$ cat config.mk
export PLATFORM = sky130hd
export DESIGN_NAME = alu_issue_stage
export DESIGN_NICKNAME = d
export VERILOG_FILES = /design/src/rtl/alu_issue_stage.sv
export SDC_FILE = /design/constraint.sdc
export NUM_CORES = 1
export LEC_CHECK = 0
export ABC_AREA = 1
export ABC_CLOCK_PERIOD_IN_PS = 3460
export BUFFER_PORTS_ARGS = -buffer_cell sky130_fd_sc_hd__buf_2
export CAP_MARGIN = 5
export CORE_MARGIN = 2
export CORE_UTILIZATION = 52
export DETAILED_ROUTE_END_ITERATION = 8
export HOLD_SLACK_MARGIN = 0.02
export PLACE_DENSITY = 0.84
export SETUP_SLACK_MARGIN = 0.02
export SYNTH_ARGS = -nofsm -noshare
export SYNTH_HDL_FRONTEND = slang
export SYNTH_SLANG_ARGS = --single-unit
$ cat constraint.sdc
create_clock -name clk -period 3.46 [get_ports clk]
set_input_delay 1.038 -clock clk [delete_from_list [all_inputs] [get_ports clk]]
set_output_delay 1.038 -clock clk [all_outputs]
set_load 0.005 [all_outputs]
$ cat src/rtl/alu_issue_stage.sv
// Issue stage for the 8-bit ALU: registers a request, waits opcode-dependent settle cycles, returns the result.
// Latency: response valid W edges after accept (W from op and opcode change); one transaction in flight.
// Backpressure: result held until rsp_ready; req_ready low outside IDLE. ALU_ISSUE_PARITY_EN adds rsp_par.
module alu_issue_stage #(
  parameter int ADD_WAIT  = 3,
  parameter int PASS_WAIT = 1,
  parameter int OPC_WAIT  = 1,
  parameter int CNT_W     = 4
) (
  input  logic       clk,
  input  logic       rst,
  input  logic       req_valid,
  output logic       req_ready,
  input  logic [7:0] req_a,
  input  logic [7:0] req_b,
  input  logic [1:0] req_op,
  output logic [7:0] alu_i1,
  output logic [7:0] alu_i2,
  output logic [1:0] alu_opcode,
  input  logic [7:0] alu_o1,
  output logic       rsp_valid,
  input  logic       rsp_ready,
  output logic [7:0] rsp_data,
  output logic       rsp_err,
  output logic       rsp_par
);

  typedef enum logic [1:0] {IDLE, SETTLE, HOLD} state_t;

  localparam logic [CNT_W-1:0] ADD_W  = CNT_W'(ADD_WAIT);
  localparam logic [CNT_W-1:0] PASS_W = CNT_W'(PASS_WAIT);
  localparam logic [CNT_W-1:0] OPC_W  = CNT_W'(OPC_WAIT);
  localparam logic [CNT_W-1:0] ONE    = CNT_W'(1);

  state_t           state;
  logic [CNT_W-1:0] cnt;
  logic [CNT_W-1:0] wait_w;
  logic [1:0]       last_op;
  logic             err_pend;
  logic             accept;

  assign req_ready = (state == IDLE) && !rst;
  assign accept    = req_valid && req_ready;

  // Illegal ops never touch the ALU, so they skip the opcode-change penalty.
  always_comb begin
    wait_w = (req_op == 2'b00) ? ADD_W : PASS_W;
    if (req_op != last_op)
      wait_w = wait_w + OPC_W;
    if (req_op == 2'b11)
      wait_w = ONE;
  end

  always_ff @(posedge clk or posedge rst) begin
    if (rst) begin
      state      <= IDLE;
      cnt        <= '0;
      last_op    <= 2'b00;
      err_pend   <= 1'b0;
      alu_i1     <= 8'h00;
      alu_i2     <= 8'h00;
      alu_opcode <= 2'b00;
      rsp_valid  <= 1'b0;
      rsp_data   <= 8'h00;
      rsp_err    <= 1'b0;
`ifdef ALU_ISSUE_PARITY_EN
      rsp_par    <= 1'b0;
`endif
    end else begin
      case (state)
        IDLE: begin
          if (accept) begin
            cnt      <= wait_w;
            err_pend <= (req_op == 2'b11);
            state    <= SETTLE;
            if (req_op != 2'b11) begin
              alu_i1     <= req_a;
              alu_i2     <= req_b;
              alu_opcode <= req_op;
              last_op    <= req_op;
            end
          end
        end
        SETTLE: begin
          cnt <= cnt - ONE;
          if (cnt == ONE) begin
            rsp_data  <= err_pend ? 8'h00 : alu_o1;
            rsp_err   <= err_pend;
            rsp_valid <= 1'b1;
`ifdef ALU_ISSUE_PARITY_EN
            rsp_par   <= !err_pend && (^alu_o1);
`endif
            state     <= HOLD;
          end
        end
        HOLD: begin
          if (rsp_ready) begin
            rsp_valid <= 1'b0;
            state     <= IDLE;
          end
        end
        default: state <= IDLE;
      endcase
    end
  end

`ifndef ALU_ISSUE_PARITY_EN
  assign rsp_par = 1'b0;
`endif

endmodule

# Yosys cells after proc, flatten, opt, wreduce, memory -nomap -nowiden
# Cells that the tools add are included.
# totals
ff_bits	35
inputBits	30
output_inout_bits	30
elab_cells	46
# op_classes
add_sub_neg	2
n_eq_ne	9
n_mux	13
n_reduce_logical	13
# ops
op	n
$reduce_and A3 Y1	3
$mux W2	4
$mux W4	2
$mux W8	1
$ne A2 B2 Y1 const B	4
$pmux W4 S2	1
$pmux W2 S3	1
$reduce_and A2 Y1	3
$eq A2 B2 Y1 const B	2
$eq A4 B1 Y1 const B	1
$logic_not A2 Y1	2
$reduce_bool A2 Y1	2
$sub A4 B1 Y4 const B	1
$add A2 B1 Y3 const B	1
$mux W3	1
$eq A2 B1 Y1 const B	1
$logic_and A1 B1 Y1	2
$mux W1	2
$ne A2 B2 Y1	1
$pmux W1 S2	1
$logic_not A1 Y1	1

# Depth between registers and ports, before layout
# Gate-level depths: netlist of run 1.
# depth
word_depth	7
ltp_mapped	9
depth_no_buf	9

# Least setup slack after synthesis of run 1
# No wires, ideal clock.
# synth_path
kind	input port to flip-flop
from	input port rst
to	register alu_i1[3]
arrival_time_ns	2.462
setup_slack_ns	0.882
cell_stages	7
n_path_buf	1
cell_sequence	inv_1 -> nand3_4 -> nor2_8 -> inv_4 -> buf_8 -> nand2_1 -> nand2_1
# synth_via
elab_chain_cells	4
# synth_rtl
item	line_no	source
from (decl)	11	input logic rst,
$logic_not A1 Y1 (no line)	--	
$logic_and A1 B1 Y1	42	assign req_ready = (state == IDLE) && !rst;
$logic_and A1 B1 Y1	43	assign accept = req_valid && req_ready;
$reduce_and A3 Y1 (no line)	--	
to (signal assigned)	77	alu_i1 <= req_a;
to (decl)	17	output logic [7:0] alu_i1,
# Every way passes these cells.
# A chain may end at the register's enable or synchronous reset.

# Final worst setup path of run 1
# layout_path
from	input port rst
to	output port req_ready
# layout_via
elab_chain_cells	2
# layout_rtl
item	line_no	source
$logic_not A1 Y1 (no line)	--	
$logic_and A1 B1 Y1	42	
to (decl)	13	output logic req_ready,
# Every way passes these cells.

==> impl_metrics.csv, run 1 <==
group,metric,value,unit
floorplanning,coreArea,2830,um2
setup_path,worstPathArrival,1.39,ns
setup_path,crit_slowest_cell,"buf_2",
timing,finClkSkew,0.00410,ns
run,maxCapViolations,0,
setup_path,start_kind,"input pin",
place,gp_congestion,0.800,
floorplanning,dieArea,3490,um2
timing,fin_ws,1.03,ns
grt,track_usage,17.8,%
timing,rsz0062_at_grt,"false",
setup_path,critical_path.max_fanout,2,
synth,synthTopCellsByArea,"dfrtp_1, nand2_1, inv_1",
timing,hold_viol_final,0,
clocking,post_cts_resized,0,
routing,dr.pass1.iters,4,
synth,post-synth-top-area-cell,"dfrtp_1",
synth,yosys_warnings,0,
setup_path,critPathKind,"input pin to primary output",
place,dp_hpwl,2170,um
timing,max_freq,412,MHz
timing,fin_crit_sh,70.1,%
grt,grt_max_degree,36,
synth,synth_nets,220,
timing,fin_setup_tns,0,ns
clocking,cts_tree,"built",
power,p_per_area,808,nW/um2
power,peakVddDrop,0.482,mV
clocking,cts_setup_buffers,0,
timing,setup_viol,0,
routing,wl_per_cell,10.4,um
clocking,cts-hold-fix-buffers,0,
layout,nNetsFinal,281,
grt,grt_pass1_wl,4660,um
synth,yosysTopAreaCellShare,55.5,%
synth,ys_seq_area_share,55.5,%
setup_path,ff2ff_setup_slack,2.01,ns
setup_path,cp_top_family,"buffers and inverters",
run_status,outcome,"finished, final reports clean",
clocking,clk_path_buf_depth,2,
grt,grt_pass1_vias,1101,
routing,antenna_left,0,
floorplanning,die_x,59.1,um
setup_path,cp_cell_sequence,"buf_2 -> nor3_1 -> buf_2",
clocking,insertion_delay,0.32,ns
grt,antenna_found_initial,0,
clocking,numCtsBuffers,5,
timing,drv_slew,0,
synth,yosysUniqueCellTypes,23,
hold_path,hold_path.class,"flop to flop",
routing,drt-initial-drc-count,24,
clocking,clock_sinks,35,
layout,insertedDiodeCount,0,
routing,drt_wl_total,2900,um
clocking,clk_pin_slew,0.10,ns
setup_path,crit_required,2.42,ns
setup_path,crit_top_cell,"buf_2",
floorplanning,dieHeight,59.1,um
synth,syn-cell-area,1580,um2
routing,via_count,1332,
setup_path,worst-path-buf-inv,2,
synth,avgSynthCellArea,8.44,um2
synth,synthCells,187,
place,dp_slack,1.04,ns
routing,drc,0,
setup_path,critPathMaxStageDelay,0.13,ns
clocking,htree_num_levels,2,
routing,vias_per_cell,4.76,
place,portBuffers,58,
timing,period_minus_slack,2.43,ns
setup_path,crit_path_end_kind,"primary output",
clocking,cts_root_buf,"clkbuf_4",
layout,area_delta_synth_final,21.6,%
floorplanning,rows,19,
grt,grt_overflow,0,
floorplanning,io_pins,60,
power,leakagePower,1.15,nW
synth,ys_ff_latch,35,
layout,drive_above_1_share,29.7,%
layout,fill_cells,254,
floorplanning,initial_core_util,55.8,%
## cell usage after synthesis
library cell / n
inv_2: 1
nand3_1: 5
buf_4: 1
inv_4: 1
nand3_4: 1
nor2_2: 1
nor2_4: 2
buf_2: 1
nand2_1: 101
buf_6: 2
nor3_1: 1
buf_8: 1
nand2_2: 1
inv_1: 13
conb_1: 1
dfrtp_1: 35
o21ai_0: 6
o21ai_1: 1
ha_1: 3
nor2_8: 1
nor2_1: 6
o31ai_1: 1
a21oi_1: 1
## final cells by class
cell class / count / area, um2 / area share, %
Inverter: 15 / 58.8 / 3.07
Tap cell: 31 / 38.8 / 2.02
Clock inverter: 2 / 12.5 / 0.652
Multi-Input combinational cell: 132 / 593 / 30.9
Sequential cell: 35 / 876 / 45.7
Timing Repair Buffer: 59 / 298 / 15.5
Clock buffer: 6 / 41.3 / 2.15
## worst paths after layout
kind / start / cells after the start / to
max: rst / 3 / req_ready
min: alu_i2[2]$_DFFE_PP0P_ / 2 / alu_i2[2]$_DFFE_PP0P_
max reg2reg: state[1]$_DFFE_PP0P_ / 6 / alu_i2[7]$_DFFE_PP0P_
min reg2reg: alu_i2[2]$_DFFE_PP0P_ / 2 / alu_i2[2]$_DFFE_PP0P_
max in group asynchronous: rst / 3 / state[0]$_DFFE_PP0P_
min in group asynchronous: rst / 3 / rsp_err$_DFFE_PP0P_
## logic make-up (layout without fill, tap and decap cells)
kind of cell / count (synthesis) / after routing / synth area share (%)
and+or+nand+nor: 119 / 119 / 32.0
DFF: 35 / 35 / 55.5
AOI/OAI and AO/OA: 9 / 9 / 3.01
buffers and inverters: 20 / 82 / 6.90
adders and majority gates: 3 / 3 / 2.38
other: 1 / 1 / 0.238
## state kept, by name (all words and copies together), names as in the netlist
register   cells
err_pend       1
cnt            4
rsp_valid      1
state          2
alu_i2         8
rsp_err        1
rsp_data       8
last_op        2
alu_i1         8
## power by group
part,total (mW),internal [mW],switching [mW]
Clock,0.205,0.0784,0.126
Sequential,0.725,0.608,0.117
Combinational,0.620,0.271,0.350
## through the flow
step,total power [mW],util (%),hold WS [ns],instance area [um2],cells
2_1_floorplan,1.12,-,0.464,1580,187
3_3_place_gp,1.34,65.9,0.449,1860,272
3_5_place_dp,1.36,65.9,0.453,1860,272
4_1_cts,1.57,67.8,0.478,1920,280
5_1_grt,1.71,67.8,0.501,1920,280
6_report,1.55,67.8,0.475,1920,280
## per-layer routing
metal,global-route usage (%),vias to the layer above,routed length [um]
met4,7.79,0,46
met1,24.0,586,1350
met5,0,-,0
li1,-,685,-
met2,26.3,54,1240
met3,5.90,7,259
## worst min-delay path: stages (launching register included)
cell     delay [ns]
dfrtp_1        0.35
nand2_1        0.05
nand2_1        0.04
## placed cells by master, fill, tap and decap left out, drive strengths merged
cell,count
nor2,10
nand2,102
buf,59
nand3,6
a21oi,1
clkinv,1
clkinvlp,1
dfrtp,35
nor3,1
conb,1
o31ai,1
clkbuf,6
ha,3
o21ai,7
inv,15
(Power assumes the default switching activity.)
==> run 2: changes to the inputs <==
--- a/config.mk
+++ b/config.mk
@@ -6,14 +6,14 @@
 export NUM_CORES = 1
 export LEC_CHECK = 0
 export ABC_AREA = 1
-export ABC_CLOCK_PERIOD_IN_PS = 3460
+export ABC_CLOCK_PERIOD_IN_PS = 2500
 export BUFFER_PORTS_ARGS = -buffer_cell sky130_fd_sc_hd__buf_2
 export CAP_MARGIN = 5
 export CORE_MARGIN = 2
-export CORE_UTILIZATION = 52
+export CORE_UTILIZATION = 48
 export DETAILED_ROUTE_END_ITERATION = 8
 export HOLD_SLACK_MARGIN = 0.02
-export PLACE_DENSITY = 0.84
+export PLACE_DENSITY = 0.78
 export SETUP_SLACK_MARGIN = 0.02
 export SYNTH_ARGS = -nofsm -noshare
 export SYNTH_HDL_FRONTEND = slang
==> constraint.sdc (replaced) <==
create_clock -name clk -period 2.5 [get_ports clk]
set_input_delay 0.75 -clock clk [delete_from_list [all_inputs] [get_ports clk]]
set_output_delay 0.75 -clock clk [all_outputs]
set_load 0.005 [all_outputs]
==> run 2 against run 1 <==
  * First-iteration DRC count decreased by 17%
  * Largest power group unchanged
  * Wire length down 2.3%
  * Die area up 7.7%
  * Count of clock-buffer cells in the layout up 2
  * Power increased by 41%
  * Highest routed layer unchanged
  * Non-clock buffer count unchanged
  * Clock skew up 0.0064 ns
  * Clock power grew 65%
  * Final cell count grew 4.6%
  * Sequential cell count is the same
  * Worst setup slack worse by 0.42 ns
  * Via count fell by 2.0%
==> impl_metrics.csv, run 2 (synthesis results as in run 1) <==
group,metric,value,unit
timing,max_freq,530,MHz
setup_path,crit_slowest_cell,"dfrtp_1",
routing,vias_per_cell,4.45,
setup_path,start_kind,"flop",
layout,seq_area,876,um2
clocking,clock_sinks,35,
layout,layout_commonest_cell,"nand2_1",
grt,grt_pass1_wl,4530,um
place,placed_area,1880,um2
layout,finalInstanceArea,1950,um2
place,gp_congestion,0.761,
routing,wl_per_cell,9.67,um
setup_path,crit_required,1.75,ns
routing,antenna_left,0,
clocking,clk_pin_slew,0.10,ns
floorplanning,rows,20,
grt,grt_overflow,0,
routing,drc,0,
layout,insertedDiodeCount,0,
clocking,post_cts_resized,0,
setup_path,cp_cell_sequence,"nor3_1 -> buf_2",
floorplanning,die_x,61.3,um
layout,drive_above_1_share,29.7,%
layout,layout_common_cells,"nand2_1, buf_2, dfrtp_1",
place,dp_hpwl,2110,um
clocking,numCtsBuffers,5,
layout,area_delta_synth_final,23.6,%
floorplanning,dieArea,3760,um2
layout,utilization,63.3,%
floorplanning,initial_core_util,51.3,%
power,leakagePower,1.16,nW
timing,finClkSkew,0.0105,ns
timing,rsz0062_at_grt,"false",
layout,nNetsFinal,281,
clocking,cts_tree,"built",
power,peakVddDrop,0.519,mV
clocking,cts_root_buf,"clkbuf_4",
routing,dr.pass1.iters,4,
setup_path,critPathMaxStageDelay,0.47,ns
power,p_per_area,1120,nW/um2
place,dp_cells,285,
timing,fin_setup_tns,0,ns
floorplanning,dieHeight,61.3,um
clocking,insertion_delay,0.33,ns
timing,hold_viol_final,0,
layout,top_regs,"alu_i1 (8), alu_i2 (8), rsp_data (8)",
setup_path,worstPathArrival,1.14,ns
grt,track_usage,16.7,%
place,portBuffers,58,
timing,setup_viol,0,
routing,drt_wl_total,2830,um
clocking,cts-hold-fix-buffers,0,
grt,antenna_found_initial,0,
layout,multi_input_area,593,um2
clocking,clk_path_buf_depth,2,
grt,grt_max_degree,36,
run,maxCapViolations,0,
grt,grt_pass1_vias,1102,
clocking,cts_setup_buffers,0,
timing,period_minus_slack,1.89,ns
setup_path,crit_path_end_kind,"primary output",
hold_path,hold_path.class,"flop to flop",
routing,drt-initial-drc-count,20,
setup_path,critPathKind,"flop to primary output",
setup_path,critical_path.max_fanout,5,
routing,via_count,1305,
timing,fin_crit_sh,75.4,%
layout,fill_cells,293,
run_status,outcome,"finished, final reports clean",
layout,final_cells,293,
timing,drv_slew,0,
floorplanning,coreArea,3080,um2
floorplanning,io_pins,60,
clocking,htree_num_levels,2,
==> run 2: cell count changes in the layout (fill, tap and decap cells not counted) <==
cell	before	now
clkinvlp_4	1	0
clkbuf_8	0	2
clkinv_2	1	0
==> run 2: path summary, 6_finish.rpt <==
| kind | cells after the start | end | slack (ns) | startpoint |
|---|---|---|---|---|
| min in group asynchronous | 3 | cnt[3]$_DFFE_PP0P_ | 0.59 | rst |
| hold / removal | 2 | rsp_data[2]$_DFFE_PP0P_ | 0.48 | rsp_data[2]$_DFFE_PP0P_ |
| setup / recovery | 2 | req_ready | 0.61 | state[1]$_DFFE_PP0P_ |
| hold reg to reg | 2 | rsp_data[2]$_DFFE_PP0P_ | 0.48 | rsp_data[2]$_DFFE_PP0P_ |
| max in group asynchronous | 3 | rsp_data[6]$_DFFE_PP0P_ | 1.61 | rst |
| setup reg to reg | 8 | rsp_data[0]$_DFFE_PP0P_ | 1.03 | cnt[1]$_DFFE_PP0P_ |
==> run 2: per-stage QoR <==
stage / worst slack (ns) / total power [mW] / hold slack (ns)
6_report: 0.614 / 2.19 / 0.478
3_3_place_gp: 0.655 / 1.85 / 0.451
3_5_place_dp: 0.647 / 1.88 / 0.455
4_1_cts: 0.605 / 2.22 / 0.482
2_1_floorplan: 0.210 / 1.54 / 0.464
5_1_grt: 0.538 / 2.41 / 0.497
==> run 2: cell type report <==
| class | instances | share of cell area (%) |
|---|---|---|
| tap | 44 | 2.82 |
| clock buffer | 8 | 3.53 |
| sequential | 35 | 44.9 |
| multi-input combinational | 132 | 30.4 |
| inverter | 15 | 3.02 |
| timing repair buffer | 59 | 15.3 |
==> run 2: routing by layer <==
| metal | vias up | track usage, % | routed length [um] |
|---|---|---|---|
| met5 | - | 0 | 0 |
| met4 | 0 | 9.12 | 42 |
| met3 | 5 | 4.41 | 210 |
| met2 | 47 | 25.8 | 1300 |
| met1 | 566 | 21.5 | 1290 |
| li1 | 687 | - | - |
==> run 2: where the power goes <==
group | internal, mW | switching [mW]
combinational | 0.374 | 0.478
sequential | 0.841 | 0.158
clock | 0.165 | 0.173
total | 1.38 | 0.809
==> run 2: critical path, delay by kind of cell, from the launching register on <==
family | cells | cell delay (ns)
DFF | 1 | 0.47
and+or+nand+nor | 1 | 0.21
buffers and inverters | 1 | 0.14
==> run 3: changes to the inputs <==
--- a/config.mk
+++ b/config.mk
@@ -6,7 +6,7 @@
 export NUM_CORES = 1
 export LEC_CHECK = 0
 export ABC_AREA = 1
-export ABC_CLOCK_PERIOD_IN_PS = 2500
+export ABC_CLOCK_PERIOD_IN_PS = 1760
 export BUFFER_PORTS_ARGS = -buffer_cell sky130_fd_sc_hd__buf_2
 export CAP_MARGIN = 5
 export CORE_MARGIN = 2
==> constraint.sdc (replaced) <==
create_clock -name clk -period 1.76 [get_ports clk]
set_input_delay 0.528 -clock clk [delete_from_list [all_inputs] [get_ports clk]]
set_output_delay 0.528 -clock clk [all_outputs]
set_load 0.005 [all_outputs]
==> run 3 against run 2 <==
  * Die area unchanged
  * Critical path depth unchanged
  * Count of clock-buffer cells in the layout down 1
  * Sequential share of layout area up 0.058 points
  * Largest cell class unchanged
  * Highest routed layer unchanged
==> impl_metrics.csv, run 3 (synthesis results as in run 1) <==
group,metric,value,unit
routing,antenna_left,0,
layout,fill_cells,304,
hold_path,hold_path.class,"input pin to async pin",
floorplanning,coreArea,3080,um2
clocking,numCtsBuffers,5,
grt,grt_max_degree,36,
routing,wl_per_cell,10.3,um
clocking,insertion_delay,0.33,ns
place,dp_hpwl,2240,um
clocking,clk_pin_slew,0.10,ns
setup_path,timing.rr.start,"cnt[1]$_DFFE_PP0P_",
setup_path,r2r-end,"rsp_data[7]$_DFFE_PP0P_",
clocking,cts_root_buf,"clkbuf_4",
setup_path,crit_start,"state[1]$_DFFE_PP0P_",
clocking,clock_sinks,35,
place,portBuffers,58,
clocking,clk_path_buf_depth,2,
layout,layout_common_cells,"nand2_1, buf_2, dfrtp_1",
timing,finClkSkew,0.00540,ns
power,p_comb_share,40.2,%
clocking,cts_setup_buffers,0,
floorplanning,initial_core_util,51.3,%
floorplanning,io_pins,60,
timing,rsz0062_at_grt,"false",
setup_path,critical_path.max_fanout,5,
grt,grt_overflow,0,
grt,antenna_found_initial,0,
routing,drc,0,
floorplanning,rows,20,
setup_path,crit_required,1.23,ns
timing,period_minus_slack,1.65,ns
clocking,htree_num_levels,2,
power,p_sw_share,38.3,%
timing,fin_setup_tns,0,ns
power,leakagePower,1.15,nW
grt,grt_pass1_wl,4850,um
layout,insertedDiodeCount,0,
clocking,cts-hold-fix-buffers,0,
run_status,outcome,"finished, final reports clean",
grt,track_usage,18.0,%
timing,holdWs,0.342,ns
power,seqPwrFrac,46.8,%
timing,fin_crit_sh,93.5,%
setup_path,ff2ff_setup_slack,0.31,ns
power,power_switching,1.18,mW
grt,grt_pass1_vias,1107,
setup_path,worstPathArrival,1.12,ns
layout,top_regs,"alu_i1 (8), alu_i2 (8), rsp_data (8)",
setup_path,critPathKind,"flop to primary output",
routing,drt_wl_total,3020,um
power,clockPowerShare,13.0,%
layout,layout_commonest_cell,"nand2_1",
place,gp_congestion,0.768,
floorplanning,dieArea,3760,um2
layout,nNetsFinal,282,
floorplanning,die_x,61.3,um
power,peakVddDrop,0.780,mV
power,p_per_area,1580,nW/um2
layout,area_delta_synth_final,23.4,%
run,maxCapViolations,0,
timing,max_freq,608,MHz
floorplanning,dieHeight,61.3,um
setup_path,reg2reg_depth,8,
routing,dr.pass1.iters,4,
routing,drt-initial-drc-count,49,
timing,hold_viol_final,0,
setup_path,crit_path_end_kind,"primary output",
routing,vias_per_cell,4.48,
timing,drv_slew,0,
clocking,post_cts_resized,0,
power,power.internal,1.90,mW
routing,via_count,1317,
clocking,cts_tree,"built",
setup_path,start_kind,"flop",
timing,setup_viol,0,
layout,drive_above_1_share,30.8,%
## run 3: changes by cell type in the layout (fill, tap and decap cells not counted)
cell / delta
clkbuf_8: -2
nand2_1: -2
nand2_2: +2
buf_4: +1
clkbuf_1: +1
clkinv_2: +1
clkinvlp_4: +1
inv_1: -1
## run 3: power groups by stage
stage                     logic, mW  clock network, mW  registers (mW)
after floorplan               0.746                  0            1.46
after global placement         1.22                  0            1.44
after detailed placement       1.26                  0            1.45
after CTS                      1.27              0.415            1.44
after global routing           1.45              0.454            1.49
final                          1.24              0.399            1.44
## run 3: metal layers
layer / vias to the layer above / routed length (um) / track usage (%)
li1: 686 / - / -
met1: 576 / 1360 / 23.6
met2: 51 / 1350 / 27.2
met3: 4 / 279 / 7.14
met4: 0 / 25 / 6.38
met5: - / 0 / 0
## run 3: layout make-up
class	instances	area (um2)	area share, %
Multi-Input combinational cell	132	598	30.7
Sequential cell	35	876	45.0
Inverter	15	62.6	3.21
Clock inverter	1	5.00	0.257
Timing Repair Buffer	60	305	15.7
Clock buffer	7	45.0	2.31
Tap cell	44	55.1	2.83
## run 3: through the flow
step	std cells	setup slack (ns)	utilization [%]	total power, mW	cell area, um2
6_report	294	0.114	63.3	3.08	1950
5_1_grt	294	0.0372	63.3	3.39	1950
3_3_place_gp	286	0.195	61.6	2.66	1900
4_1_cts	294	0.0914	63.3	3.12	1950
3_5_place_dp	286	0.149	61.6	2.71	1900
2_1_floorplan	187	-0.000265	-	2.21	1590
## run 3: critical path, cell delays in order (launching register included)
cell	delay, ns
dfrtp_1	0.46
nor3_1	0.19
buf_2	0.13
## run 3: worst max-delay path by stage
stage	slack [ns]	depth (start not counted)	end
final	0.11	2	req_ready
after global routing	0.04	2	req_ready
after CTS	0.09	2	req_ready
after detailed placement	0.15	10	cnt[1]$_DFFE_PP0P_
after global placement	0.20	10	cnt[1]$_DFFE_PP0P_
after floorplan	-0.0003	6	last_op[1]$_DFFE_PP0P_
